[src/rtl/pixel_stream_packer.sv]
// ============================================================================
// Module      : pixel_stream_packer
// Description : Assigns raster coordinates to incoming pixels and packs
//               PIX_PER_BEAT pixels per beat behind a 2-entry output FIFO.
// Revision    : 1.0
// ============================================================================
`default_nettype none

module pixel_stream_packer #(
  parameter int COLOUR_WIDTH = 24,
  parameter int PIX_PER_BEAT = 2,
  parameter int COORD_WIDTH  = 16,
  parameter int MAX_WIDTH    = 640,
  parameter int MAX_HEIGHT   = 480
) (
  input  logic                                 clk,
  input  logic                                 reset,
  input  logic [COORD_WIDTH-1:0]               cfg_width,
  input  logic [COORD_WIDTH-1:0]               cfg_height,
  input  logic                                 start,
  input  logic                                 in_valid,
  output logic                                 in_ready,
  input  logic [COLOUR_WIDTH-1:0]              in_colour,
  output logic                                 out_valid,
  input  logic                                 out_ready,
  output logic [PIX_PER_BEAT*COLOUR_WIDTH-1:0] out_data,
  output logic [COORD_WIDTH-1:0]               out_x,
  output logic [COORD_WIDTH-1:0]               out_y,
  output logic                                 out_sof,
  output logic                                 out_eol,
  output logic                                 out_eof,
  output logic                                 busy,
  output logic                                 cfg_err,
  output logic                                 frame_done,
  output logic [31:0]                          frame_count
);

  localparam int DATA_W = PIX_PER_BEAT * COLOUR_WIDTH;
  localparam logic [COORD_WIDTH-1:0] c_lane_mask  = COORD_WIDTH'(PIX_PER_BEAT - 1);
  localparam logic [COORD_WIDTH-1:0] c_max_width  = COORD_WIDTH'(MAX_WIDTH);
  localparam logic [COORD_WIDTH-1:0] c_max_height = COORD_WIDTH'(MAX_HEIGHT);
  localparam logic [COORD_WIDTH-1:0] c_one        = COORD_WIDTH'(1);

  typedef enum logic [1:0] {
    IDLE  = 2'd0,
    RUN   = 2'd1,
    DRAIN = 2'd2
  } state_t;

  typedef struct packed {
    logic [DATA_W-1:0]      data;
    logic [COORD_WIDTH-1:0] x;
    logic [COORD_WIDTH-1:0] y;
    logic                   sof;
    logic                   eol;
    logic                   eof;
  } beat_t;

  state_t                 state_q, state_d;
  logic [COORD_WIDTH-1:0] width_q, width_d;
  logic [COORD_WIDTH-1:0] height_q, height_d;
  logic [COORD_WIDTH-1:0] x_q, x_d;
  logic [COORD_WIDTH-1:0] y_q, y_d;
  logic [DATA_W-1:0]      pack_q, pack_d;
  beat_t                  fifo_q [2];
  beat_t                  fifo_d [2];
  logic                   rd_ptr_q, rd_ptr_d;
  logic                   wr_ptr_q, wr_ptr_d;
  logic [1:0]             count_q, count_d;
  logic                   in_ready_q, in_ready_d;
  logic                   cfg_err_q, cfg_err_d;
  logic [31:0]            frame_count_q, frame_count_d;

  logic                   cfg_legal;
  logic                   accept;
  logic                   push;
  logic                   pop;
  logic                   last_lane;
  logic                   last_x;
  logic                   last_y;
  logic                   frame_done_w;
  logic [COORD_WIDTH-1:0] lane;
  beat_t                  head;
  beat_t                  new_beat;

  always_comb begin
    cfg_legal = (cfg_width != '0) && (cfg_height != '0) &&
                (cfg_width <= c_max_width) && (cfg_height <= c_max_height) &&
                ((cfg_width & c_lane_mask) == '0);
    accept       = in_valid && in_ready_q;
    head         = fifo_q[rd_ptr_q];
    pop          = (count_q != 2'd0) && out_ready;
    frame_done_w = pop && head.eof;
    lane         = x_q & c_lane_mask;
    last_lane    = (lane == c_lane_mask);
    last_x       = (x_q == width_q - c_one);
    last_y       = (y_q == height_q - c_one);
    push         = accept && last_lane;

    state_d       = state_q;
    width_d       = width_q;
    height_d      = height_q;
    x_d           = x_q;
    y_d           = y_q;
    pack_d        = pack_q;
    fifo_d        = fifo_q;
    rd_ptr_d      = rd_ptr_q;
    wr_ptr_d      = wr_ptr_q;
    cfg_err_d     = 1'b0;
    frame_count_d = frame_count_q;

    if (accept) begin
      for (int l = 0; l < PIX_PER_BEAT; l++) begin
        if (lane == COORD_WIDTH'(l)) begin
          pack_d[l*COLOUR_WIDTH +: COLOUR_WIDTH] = in_colour;
        end
      end
      if (last_x) begin
        x_d = '0;
        y_d = y_q + c_one;
      end else begin
        x_d = x_q + c_one;
      end
    end

    // The completing pixel sits in the last lane, so lane 0 is mask positions back.
    new_beat.data = pack_d;
    new_beat.x    = x_q - c_lane_mask;
    new_beat.y    = y_q;
    new_beat.sof  = (new_beat.x == '0) && (y_q == '0);
    new_beat.eol  = last_x;
    new_beat.eof  = last_x && last_y;

    if (push) begin
      fifo_d[wr_ptr_q] = new_beat;
      wr_ptr_d         = ~wr_ptr_q;
    end
    if (pop) begin
      rd_ptr_d = ~rd_ptr_q;
    end
    count_d = count_q + {1'b0, push} - {1'b0, pop};

    case (state_q)
      IDLE: begin
        if (start) begin
          if (cfg_legal) begin
            state_d  = RUN;
            width_d  = cfg_width;
            height_d = cfg_height;
            x_d      = '0;
            y_d      = '0;
            pack_d   = '0;
          end else begin
            cfg_err_d = 1'b1;
          end
        end
      end
      RUN: begin
        if (accept && last_x && last_y) begin
          state_d = DRAIN;
        end
      end
      DRAIN: begin
        if (frame_done_w) begin
          state_d = IDLE;
        end
      end
      default: state_d = IDLE;
    endcase

    if (frame_done_w) begin
      frame_count_d = frame_count_q + 32'd1;
    end

    // Looking at the next-cycle count means a full FIFO is never pushed.
    in_ready_d = (state_d == RUN) && (count_d != 2'd2);
  end

  always_ff @(posedge clk) begin
    if (reset) begin
      state_q       <= IDLE;
      width_q       <= '0;
      height_q      <= '0;
      x_q           <= '0;
      y_q           <= '0;
      pack_q        <= '0;
      for (int i = 0; i < 2; i++) begin
        fifo_q[i] <= '0;
      end
      rd_ptr_q      <= 1'b0;
      wr_ptr_q      <= 1'b0;
      count_q       <= 2'd0;
      in_ready_q    <= 1'b0;
      cfg_err_q     <= 1'b0;
      frame_count_q <= '0;
    end else begin
      state_q       <= state_d;
      width_q       <= width_d;
      height_q      <= height_d;
      x_q           <= x_d;
      y_q           <= y_d;
      pack_q        <= pack_d;
      for (int i = 0; i < 2; i++) begin
        fifo_q[i] <= fifo_d[i];
      end
      rd_ptr_q      <= rd_ptr_d;
      wr_ptr_q      <= wr_ptr_d;
      count_q       <= count_d;
      in_ready_q    <= in_ready_d;
      cfg_err_q     <= cfg_err_d;
      frame_count_q <= frame_count_d;
    end
  end

  assign in_ready    = in_ready_q;
  assign out_valid   = (count_q != 2'd0);
  assign out_data    = head.data;
  assign out_x       = head.x;
  assign out_y       = head.y;
  assign out_sof     = head.sof;
  assign out_eol     = head.eol;
  assign out_eof     = head.eof;
  assign busy        = (state_q != IDLE);
  assign cfg_err     = cfg_err_q;
  assign frame_done  = frame_done_w;
  assign frame_count = frame_count_q;

endmodule

`default_nettype wire

[config.mk]
export PLATFORM = sky130hd
export DESIGN_NAME = pixel_stream_packer
export DESIGN_NICKNAME = d
export VERILOG_FILES = /design/src/rtl/pixel_stream_packer.sv
export SDC_FILE = /design/constraint.sdc
export NUM_CORES = 1
export LEC_CHECK = 0
export CAP_MARGIN = 20
export CORE_ASPECT_RATIO = 0.8
export CORE_MARGIN = 1
export CORE_UTILIZATION = 40
export DETAILED_ROUTE_END_ITERATION = 6
export PLACE_DENSITY = 0.69
export SYNTH_ARGS = -nofsm -noshare
export SYNTH_HDL_FRONTEND = slang
export SYNTH_SLANG_ARGS = --single-unit
[constraint.sdc]
create_clock -name clk -period 5.4 [get_ports clk]
set_input_delay 1.08 -clock clk [delete_from_list [all_inputs] [get_ports clk]]
set_output_delay 1.08 -clock clk [all_outputs]
set_load 0.02 [all_outputs]
==> flow_metrics.env, run 1 <==
export IMPL_antenna_found_initial=0
export IMPL_grt_usage_pct=20.7
export IMPL_placed_wire_length_estimate_after_detailed_placement_um=23500
export IMPL_slowest_delay_ns=0.69
export IMPL_clock_skew_ns=0.0127
export IMPL_synth_lib_cells_used_distinct=58
export IMPL_reg2reg_to="y_q[13]"
export IMPL_most_common_layout_cells="sky130_fd_sc_hd__nand2_1 (369), sky130_fd_sc_hd__dfxtp_1 (293), sky130_fd_sc_hd__clkdlybuf4s50_1 (179)"
export IMPL_final_min_clock_period_ns=3.92
export IMPL_ctsLongestPathBuffers=3
export IMPL_mappedNetlistArea_mm2=0.0132
export IMPL_syn_inst=1587
export IMPL_cts_root_buf="sky130_fd_sc_hd__clkbuf_16"
export IMPL_antenna_diode_count=0
export IMPL_wl_per_cell_um=16.6
export IMPL_core_region_area_mm2=0.0325
export IMPL_grt_start_max_net_pins=132
export IMPL_setup_tns_final_ns=0
export IMPL_final_period_utilization_pct=72.6
export IMPL_finalMaxSlewViolations=0
export IMPL_yosysSeqAreaShare_pct=44.6
export IMPL_postSynthRegisterBits=294
export IMPL_post_layout_total_power_w=0.00431
export IMPL_post_cts_resized=0
export IMPL_reg2reg_setup_slack_ns=1.62
export IMPL_hold_path_endpoint="fifo_q[78]"
export IMPL_power_per_cell_area_mw_per_mm2=267
export IMPL_cts_setup_buffers=0
export IMPL_layout_cell_area_non_filler_mm2=0.0162
export IMPL_yosysWarnings=0
export IMPL_grt_pass1_vias=10700
export IMPL_global_route_wire_length_before_repair_um=56500
export IMPL_rd_place_congestion=0.845
export IMPL_hp_class="reg -> reg"
export IMPL_critical_path_fanout_max=8
export IMPL_final_setup_viol_count=0
export IMPL_vias_per_cell=5.31
export IMPL_fmax_mhz=255
export IMPL_postSynthAreaPerCell_um2=8.31
export IMPL_tritoncts="built"
export IMPL_placedInstanceArea_mm2=0.0152
export IMPL_asyncSetResetFlopFracSynth_pct=0
export IMPL_instances_no_fill=2140
export IMPL_min_from="fifo_q[78]"
export IMPL_fillers=3049
export IMPL_drt_initial_drc_count=658
export IMPL_worstPathCellList="clkdlybuf4s50_1 > o21a_1 > and2_1 > clkdlybuf4s50_1"
export IMPL_leakagePower_nw=5.82
export IMPL_die_w_um=205
export IMPL_synth_enable_flop_cells=0
export IMPL_run_status="complete, no violations"
export IMPL_drt_drc_violations_left=0
export IMPL_initial_utilization_pct=40.6
export IMPL_clk_insertion_delay_late_ns=0.56
export IMPL_die_area_mm2=0.0337
export IMPL_unrepaired_setup_endpoints_after_global_routing="false"
export IMPL_hold_path_cell_count=2
export IMPL_drt_pass1_iterations=5
export IMPL_io_pin_count=181
export IMPL_area_growth_syn_to_layout_pct=22.7
export IMPL_cp_data_arrival_time_ns=2.84
export IMPL_ctsHtreeMaxLevel=1
export IMPL_routed_via_count=11400
export IMPL_rr_startpoint="width_q[0]"
export IMPL_proportion_of_layout_cells_with_a_drive_suffix_above_1_pct=9.28
export IMPL_critPathRequiredTime_ns=4.32
export IMPL_clock_sink_count=294
export IMPL_port_buffers=180
export IMPL_die_height_um=164
export IMPL_holdBufCountCts=0
export IMPL_critical_path_endpoint_type="output port"
export IMPL_grt_ovfl_total=0
export IMPL_worst_r2r_path_depth=9
export IMPL_crit_start_category="primary input"
export IMPL_final_common_cell="sky130_fd_sc_hd__nand2_1"
export IMPL_clock_buffer_count_from_cts=31
export IMPL_antenna_violating_nets_left=0
export IMPL_slew_headroom_pct=29.8
export IMPL_synth_net_count=1658
export IMPL_critical_path_most_common_cell="sky130_fd_sc_hd__clkdlybuf4s50_1"
export IMPL_cap_violations=0
export IMPL_critical_path_class="in -> out"
export IMPL_synth_top_flop_cell="sky130_fd_sc_hd__dfxtp_1"
export IMPL_pre_cts_ws_ns=0.981
export IMPL_post_route_worst_setup_slack_ns=1.48
export IMPL_worst_slew_pin_transition_ns=1.05
export IMPL_core_rowCount=59
export IMPL_vdd_ir_drop_max_mv=0.263
export IMPL_worst_setup_hold_path_clk_slew_ns=0.06
export IMPL_critical_path_slowest_cell="sky130_fd_sc_hd__clkdlybuf4s50_1"
export IMPL_final_hold_violation_count=0
export IMPL_finalWirelength_um=35500
export IMPL_numPlacedInstances=2089
export IMPL_nNetsFinal=1767
==> registers in the layout, indices dropped and copies added (netlist names), 2 cells and up <==
name         flops
fifo_q         166
frame_count     32
width_q         16
count_q          2
x_q             16
pack_q          24
height_q        16
state_q          2
y_q             16
==> cells by family after synthesis <==
| logic type | after synthesis | synth area share [%] |
|---|---|---|
| flip-flops | 294 | 44.6 |
| AND/OR/NAND/NOR | 693 | 24.0 |
| AO/OA/AOI/OAI | 257 | 11.5 |
| buffers and inverters | 133 | 3.86 |
| XOR/XNOR | 93 | 6.17 |
| multiplexers | 107 | 8.91 |
| adder cells (fa/ha/maj) | 10 | 0.948 |
==> stage by stage <==
stage	utilization [%]	hold slack, ns
final	49.8	0.450
after global routing	49.8	0.467
after CTS	49.8	0.452
after detailed placement	46.8	0.443
after global placement	46.8	0.439
after floorplan	-	0.433
==> metal layers <==
metal | vias up | global-route usage [%] | wire (um)
li1 | 5631 | - | -
met1 | 5408 | 28.9 | 16800
met2 | 271 | 33.0 | 16100
met3 | 52 | 4.20 | 1980
met4 | 0 | 4.58 | 687
met5 | - | 0 | 0
==> power breakdown <==
group	internal (W)	total, W	switching (W)	leakage, nW
Clock	0.00120	0.00204	0.000846	0.471
Sequential	0.00217	0.00217	0.0000000798	2.37
Combinational	0.0000447	0.000102	0.0000576	2.98
==> cell usage after synthesis (3+ instances only) <==
cell	count	area share, %
sky130_fd_sc_hd__buf_1	10	0.28
sky130_fd_sc_hd__clkbuf_1	99	2.8
sky130_fd_sc_hd__inv_1	17	0.48
sky130_fd_sc_hd__and2_1	19	0.90
sky130_fd_sc_hd__o211ai_1	14	0.80
sky130_fd_sc_hd__or3_1	11	0.52
sky130_fd_sc_hd__o21ai_0	13	0.49
sky130_fd_sc_hd__a21oi_1	171	6.5
sky130_fd_sc_hd__mux2i_1	24	1.8
sky130_fd_sc_hd__and4_1	8	0.53
sky130_fd_sc_hd__a211oi_1	31	1.8
sky130_fd_sc_hd__nor4_1	17	0.81
sky130_fd_sc_hd__dfxtp_1	294	45
sky130_fd_sc_hd__xor2_1	52	3.5
sky130_fd_sc_hd__nor3_1	17	0.64
sky130_fd_sc_hd__and3_1	15	0.71
sky130_fd_sc_hd__or4_1	22	1.3
sky130_fd_sc_hd__or4b_2	3	0.23
sky130_fd_sc_hd__nand3_1	32	1.2
sky130_fd_sc_hd__o31ai_1	5	0.28
sky130_fd_sc_hd__ha_1	10	0.95
sky130_fd_sc_hd__nor3b_1	6	0.34
sky130_fd_sc_hd__nor2_1	119	3.4
sky130_fd_sc_hd__mux2_2	83	7.1
sky130_fd_sc_hd__o21a_1	4	0.23
sky130_fd_sc_hd__nand3b_1	7	0.40
sky130_fd_sc_hd__nor2b_1	4	0.19
sky130_fd_sc_hd__xnor2_1	41	2.7
sky130_fd_sc_hd__nand2b_1	6	0.28
sky130_fd_sc_hd__buf_2	5	0.19
sky130_fd_sc_hd__nand4_1	24	1.1
sky130_fd_sc_hd__nand2_1	370	11
==> worst max-delay path: cells and delay by family <==
| kind | cells | cell delay [ns] |
|---|---|---|
| compound gates | 1 | 0.20 |
| simple gates | 1 | 0.40 |
| buf+inv | 2 | 1.16 |
==> cell type report <==
cell class / instances / area (um^2) / share of cell area (%)
Multi-Input combinational cell: 1160 / 6820 / 42.1
Sequential cell: 294 / 5890 / 36.4
Timing Repair Buffer: 191 / 1920 / 11.8
Clock buffer: 46 / 912 / 5.63
Tap cell: 427 / 534 / 3.30
Inverter: 18 / 67.6 / 0.417
Clock inverter: 4 / 51.3 / 0.317
==> how the worst max path moves through the flow <==
stage | startpoint | end | slack (ns) | cells after the start
after global routing | cfg_height[2] | y_q[10] | 1.35 | 8
after global placement | cfg_height[1] | y_q[6] | 1.04 | 8
final | out_ready | frame_done | 1.48 | 4
after detailed placement | cfg_height[1] | y_q[6] | 0.98 | 8
after CTS | out_ready | frame_done | 1.48 | 4
after floorplan | cfg_height[10] | pack_q[11] | 2.02 | 9
(Power assumes the default switching activity.)
==> run 2: changes to the inputs <==
--- a/config.mk
+++ b/config.mk
@@ -10,7 +10,7 @@
 export CORE_MARGIN = 1
 export CORE_UTILIZATION = 40
 export DETAILED_ROUTE_END_ITERATION = 6
-export PLACE_DENSITY = 0.69
+export PLACE_DENSITY = 0.72
 export SYNTH_ARGS = -nofsm -noshare
 export SYNTH_HDL_FRONTEND = slang
 export SYNTH_SLANG_ARGS = --single-unit
==> constraint.sdc (replaced) <==
create_clock -name clk -period 3.55 [get_ports clk]
set_input_delay 0.71 -clock clk [delete_from_list [all_inputs] [get_ports clk]]
set_output_delay 0.71 -clock clk [all_outputs]
set_load 0.02 [all_outputs]
==> run 2 against run 1 <==
- sequential power rose by 52%
- power rose by 59%
- hold slack barely moved
- largest cell class unchanged
- largest power group is now clock
- utilization rose by 0.98 points
- critical path type is now reg -> out
==> flow_metrics.env, run 2 (synthesis gave the netlist of run 1 again) <==
export IMPL_cts_setup_buffers=0
export IMPL_initial_utilization_pct=40.6
export IMPL_grt_usage_pct=20.7
export IMPL_numPlacedInstances=2108
export IMPL_multi_input_gate_area_in_the_final_layout_mm2=0.00682
export IMPL_core_region_area_mm2=0.0325
export IMPL_drt_drc_violations_left=0
export IMPL_largest_reg_by_ff_count="fifo_q"
export IMPL_ctsLongestPathBuffers=3
export IMPL_antenna_diode_count=0
export IMPL_most_common_layout_cells="sky130_fd_sc_hd__nand2_1 (369), sky130_fd_sc_hd__dfxtp_1 (293), sky130_fd_sc_hd__clkdlybuf4s50_1 (179)"
export IMPL_tritoncts="built"
export IMPL_critPathRequiredTime_ns=2.84
export IMPL_clock_buffer_count_from_cts=31
export IMPL_finalWirelength_um=35500
export IMPL_die_w_um=205
export IMPL_setup_tns_final_ns=0
export IMPL_vias_per_cell=5.30
export IMPL_post_cts_resized=0
export IMPL_placed_wire_length_estimate_after_detailed_placement_um=23700
export IMPL_global_route_wire_length_before_repair_um=56900
export IMPL_crit_start_category="register"
export IMPL_cap_violations=0
export IMPL_final_common_cell="sky130_fd_sc_hd__nand2_1"
export IMPL_routed_via_count=11500
export IMPL_finalMaxSlewViolations=0
export IMPL_grt_start_max_net_pins=148
export IMPL_die_height_um=164
export IMPL_final_hold_violation_count=0
export IMPL_clock_sink_count=294
export IMPL_slowest_delay_ns=0.65
export IMPL_final_period_utilization_pct=92.8
export IMPL_whs_ns=0.450
export IMPL_core_rowCount=59
export IMPL_vdd_ir_drop_max_mv=0.329
export IMPL_holdBufCountCts=0
export IMPL_cts_root_buf="sky130_fd_sc_hd__clkbuf_16"
export IMPL_final_setup_viol_count=0
export IMPL_critical_path_endpoint_type="output port"
export IMPL_unrepaired_setup_endpoints_after_global_routing="false"
export IMPL_hp_class="reg -> reg"
export IMPL_clock_skew_ns=0.0110
export IMPL_critical_path_fanout_max=28
export IMPL_min_from="fifo_q[44]"
export IMPL_flip_flop_count_of_the_largest_register_after_layout=166
export IMPL_rd_place_congestion=0.869
export IMPL_drt_initial_drc_count=643
export IMPL_final_min_clock_period_ns=3.30
export IMPL_worstPathCellList="buf_4 > mux2_2 > clkdlybuf4s50_1"
export IMPL_power_per_cell_area_mw_per_mm2=415
export IMPL_fillers=3039
export IMPL_critical_path_slowest_cell="sky130_fd_sc_hd__dfxtp_4"
export IMPL_grt_ovfl_total=0
export IMPL_port_buffers=180
export IMPL_slew_headroom_pct=51.9
export IMPL_drt_pass1_iterations=6
export IMPL_cp_data_arrival_time_ns=2.59
export IMPL_nNetsFinal=1785
export IMPL_io_pin_count=181
export IMPL_cp_startpoint="rd_ptr_q"
export IMPL_area_growth_syn_to_layout_pct=25.1
export IMPL_leakagePower_nw=5.98
export IMPL_wl_per_cell_um=16.4
export IMPL_die_area_mm2=0.0337
export IMPL_critical_path_class="reg -> out"
export IMPL_grt_pass1_vias=11000
export IMPL_clk_insertion_delay_late_ns=0.56
export IMPL_ctsHtreeMaxLevel=1
export IMPL_run_status="complete, no violations"
export IMPL_antenna_violating_nets_left=0
export IMPL_layout_area_seq_mm2=0.00589
export IMPL_post_layout_total_power_w=0.00685
export IMPL_antenna_found_initial=0
export IMPL_instances_no_fill=2165
export IMPL_proportion_of_layout_cells_with_a_drive_suffix_above_1_pct=10.6
export IMPL_fmax_mhz=303
export IMPL_worst_setup_hold_path_clk_slew_ns=0.06
export IMPL_worst_slew_pin_transition_ns=0.714
export IMPL_rr_startpoint="height_q[1]"
run 2: changes by cell type in the layout (fill, tap and decap cells not counted):
| cell | delta |
|---|---|
| sky130_fd_sc_hd__clkinvlp_4 | +2 |
| sky130_fd_sc_hd__buf_12 | +7 |
| sky130_fd_sc_hd__buf_16 | -1 |
| sky130_fd_sc_hd__buf_4 | +12 |
| sky130_fd_sc_hd__bufinv_16 | +3 |
| sky130_fd_sc_hd__clkinv_2 | +2 |
run 2: layout make-up:
type	instances	area share (%)
Sequential cell	294	35.7
Tap cell	427	3.24
Inverter	18	0.409
Clock buffer	46	5.53
Clock inverter	11	1.01
Multi-Input combinational cell	1160	41.3
Timing Repair Buffer	209	12.8
run 2: metrics by stage:
stage	util, %	setup WS, ns	cell area [um^2]
final	50.8	0.255	16500
after floorplan	-	0.538	13200
after detailed placement	47.5	0.179	15400
after CTS	50.8	0.232	16500
after global placement	47.5	0.230	15400
after global routing	50.8	0.0918	16500
run 2: worst paths after layout:
check / endpoint / slack (ns) / cells after the start
worst max-delay path: out_y[5] / 0.25 / 3
worst min-delay path: fifo_q[44] / 0.45 / 2
worst max register to register: in_ready / 0.38 / 9
worst min register to register: fifo_q[44] / 0.45 / 2
run 2: critical path: cells and delay by family (launching register included):
family | cells | cell delay, ns
flops | 1 | 0.65
mux | 1 | 0.41
buf+inv | 2 | 0.96
run 2: where the power goes:
group	switching [W]	internal, W	leakage (nW)	total, W
sequential	0.000000148	0.00330	2.37	0.00330
clock	0.00133	0.00206	0.521	0.00339
combinational	0.0000861	0.0000733	3.09	0.000159
total	0.00141	0.00543	5.98	0.00685
run 2: per-layer routing:
| layer | vias to the layer above | global-route usage [%] | wire, um |
|---|---|---|---|
| li1 | 5687 | - | - |
| met1 | 5495 | 28.0 | 16700 |
| met2 | 254 | 33.9 | 16300 |
| met5 | - | 0 | 0 |
| met3 | 49 | 4.01 | 1770 |
| met4 | 0 | 5.08 | 745 |
==> run 3: changes to the inputs <==
--- a/config.mk
+++ b/config.mk
@@ -6,11 +6,14 @@
 export NUM_CORES = 1
 export LEC_CHECK = 0
 export CAP_MARGIN = 20
+export CELL_PAD_IN_SITES_DETAIL_PLACEMENT = 0
+export CELL_PAD_IN_SITES_GLOBAL_PLACEMENT = 1
 export CORE_ASPECT_RATIO = 0.8
 export CORE_MARGIN = 1
-export CORE_UTILIZATION = 40
+export CORE_UTILIZATION = 37
 export DETAILED_ROUTE_END_ITERATION = 6
-export PLACE_DENSITY = 0.72
+export PLACE_DENSITY = 0.84
+export SKIP_LAST_GASP = 1
 export SYNTH_ARGS = -nofsm -noshare
 export SYNTH_HDL_FRONTEND = slang
 export SYNTH_SLANG_ARGS = --single-unit
==> run 3 against run 2 <==
- sequential cell count is the same
- register-to-register slack worse by 0.10 ns
- clock skew is 0.0022 ns lower
- critical path type is now reg -> reg
- critical endpoint is now in_ready
==> flow_metrics.env, run 3 (synthesis gave the netlist of run 1 again) <==
export IMPL_critical_path_slowest_cell="sky130_fd_sc_hd__or4b_2"
export IMPL_critPathRequiredTime_ns=3.99
export IMPL_flip_flop_count_of_the_largest_register_after_layout=166
export IMPL_final_min_clock_period_ns=3.27
export IMPL_antenna_found_initial=2
export IMPL_io_pin_count=181
export IMPL_worst_setup_hold_path_clk_slew_ns=0.06
export IMPL_instances_no_fill=2210
export IMPL_leakagePower_nw=6.00
export IMPL_number_of_buffers_and_inverters_on_the_critical_path=1
export IMPL_final_common_cell="sky130_fd_sc_hd__nand2_1"
export IMPL_core_rowCount=61
export IMPL_power_combinational_fraction_pct=2.3
export IMPL_slowest_delay_ns=0.65
export IMPL_placed_wire_length_estimate_after_detailed_placement_um=24600
export IMPL_drt_drc_violations_left=0
export IMPL_run_status="complete, no violations"
export IMPL_post_cts_resized=0
export IMPL_worst_slew_pin_transition_ns=0.994
export IMPL_antenna_violating_nets_left=0
export IMPL_switching_share_pct=20.9
export IMPL_drt_pass1_iterations=5
export IMPL_worstPathCellList="inv_1 > ha_1 > or4b_2 > nor4b_1 > nand4_1 > nand3_1 > nand4_1 > or4_1 > o311a_1"
export IMPL_critical_path_class="reg -> reg"
export IMPL_grt_pass1_vias=10900
export IMPL_unrepaired_setup_endpoints_after_global_routing="false"
export IMPL_pre_cts_ws_ns=0.160
export IMPL_grt_start_max_net_pins=91
export IMPL_hp_class="reg -> reg"
export IMPL_tritoncts="built"
export IMPL_fmax_mhz=306
export IMPL_cap_violations=0
export IMPL_intPower_w=0.00539
export IMPL_die_area_mm2=0.0364
export IMPL_vdd_ir_drop_max_mv=0.345
export IMPL_crit_start_category="register"
export IMPL_rd_place_congestion=0.857
export IMPL_power_sequential_fraction_pct=48.4
export IMPL_power_per_cell_area_mw_per_mm2=411
export IMPL_core_region_area_mm2=0.0350
export IMPL_cts_root_buf="sky130_fd_sc_hd__clkbuf_16"
export IMPL_fillers=3413
export IMPL_net_switching_power_w=0.00142
export IMPL_nNetsFinal=1788
export IMPL_wl_per_cell_um=16.4
export IMPL_critical_path_fanout_max=5
export IMPL_most_common_layout_cells="sky130_fd_sc_hd__nand2_1 (369), sky130_fd_sc_hd__dfxtp_1 (293), sky130_fd_sc_hd__clkdlybuf4s50_1 (179)"
export IMPL_initial_utilization_pct=37.7
export IMPL_die_height_um=171
export IMPL_clk_insertion_delay_late_ns=0.56
export IMPL_clock_sink_count=294
export IMPL_cts_setup_buffers=0
export IMPL_critical_path_endpoint_type="register"
export IMPL_critical_path_most_common_cell="sky130_fd_sc_hd__nand4_1"
export IMPL_numPlacedInstances=2156
export IMPL_finalWirelength_um=36300
export IMPL_ctsHtreeMaxLevel=1
export IMPL_grt_usage_pct=19.9
export IMPL_vias_per_cell=5.15
export IMPL_setup_tns_final_ns=0
export IMPL_final_period_utilization_pct=92.2
export IMPL_area_growth_syn_to_layout_pct=25.6
export IMPL_clock_buffer_count_from_cts=31
export IMPL_clock_skew_ns=0.00877
export IMPL_routed_via_count=11400
export IMPL_die_w_um=213
export IMPL_clkPwrFrac_pct=49.3
export IMPL_finalMaxSlewViolations=0
export IMPL_proportion_of_layout_cells_with_a_drive_suffix_above_1_pct=10.8
export IMPL_ctsLongestPathBuffers=3
export IMPL_post_route_worst_setup_slack_ns=0.277
export IMPL_global_route_wire_length_before_repair_um=58400
export IMPL_drt_initial_drc_count=615
export IMPL_holdBufCountCts=0
export IMPL_final_hold_violation_count=0
export IMPL_slew_headroom_pct=33.8
export IMPL_port_buffers=180
export IMPL_cp_data_arrival_time_ns=3.71
export IMPL_grt_ovfl_total=0
export IMPL_largest_reg_by_ff_count="fifo_q"
export IMPL_final_setup_viol_count=0
export IMPL_critPathTopFamily="simple AND/OR/NAND/NOR gates"
run 3: path summary, 6_finish.rpt:
check	from	end	slack (ns)	cells after the start
setup / recovery	height_q[1]	in_ready	0.28	9
hold / removal	fifo_q[37]	fifo_q[37]	0.45	2
setup reg to reg	height_q[1]	in_ready	0.28	9
hold reg to reg	fifo_q[37]	fifo_q[37]	0.45	2
run 3: tightest hold or removal path, cell delays in order (launching register included):
cell                      delay, ns
sky130_fd_sc_hd__dfxtp_1       0.31
sky130_fd_sc_hd__nand2_1       0.05
sky130_fd_sc_hd__a21oi_1       0.05
run 3: routing by layer:
layer	vias up	GRT usage, %	routed length [um]	part of all wire [%]
met2	257	30.9	16200	45
li1	5684	-	-	-
met5	-	0	0	0
met1	5404	28.0	17300	48
met4	0	5.07	733	2.0
met3	45	4.17	2020	5.6
run 3: area by class of cell:
cell class / instances / area, um^2 / share of cell area (%)
Tap cell: 472 / 591 / 3.56
Inverter: 18 / 67.6 / 0.408
Sequential cell: 294 / 5890 / 35.5
Multi-Input combinational cell: 1160 / 6820 / 41.1
Timing Repair Buffer: 212 / 2140 / 12.9
Clock inverter: 13 / 179 / 1.08
Antenna cell: 1 / 2.50 / 0.0151
Clock buffer: 40 / 880 / 5.31
run 3: through the flow:
| stage | hold WS (ns) | cell area (um^2) | utilization, % | power (W) |
|---|---|---|---|---|
| global route | 0.463 | 16600 | 47.4 | 0.00706 |
| detailed placement | 0.444 | 15500 | 44.4 | 0.00353 |
| global placement | 0.438 | 15500 | 44.4 | 0.00353 |
| finish | 0.451 | 16600 | 47.4 | 0.00682 |
| CTS | 0.453 | 16600 | 47.4 | 0.00691 |
| floorplan | 0.433 | 13200 | - | 0.00343 |
run 3: power groups by stage:
stage | registers [W] | logic [W] | clock network [W]
after detailed placement | 0.00337 | 0.000161 | 0
after CTS | 0.00330 | 0.000161 | 0.00345
final | 0.00330 | 0.000160 | 0.00336
after floorplan | 0.00337 | 0.0000539 | 0
after global placement | 0.00337 | 0.000160 | 0
after global routing | 0.00330 | 0.000171 | 0.00359
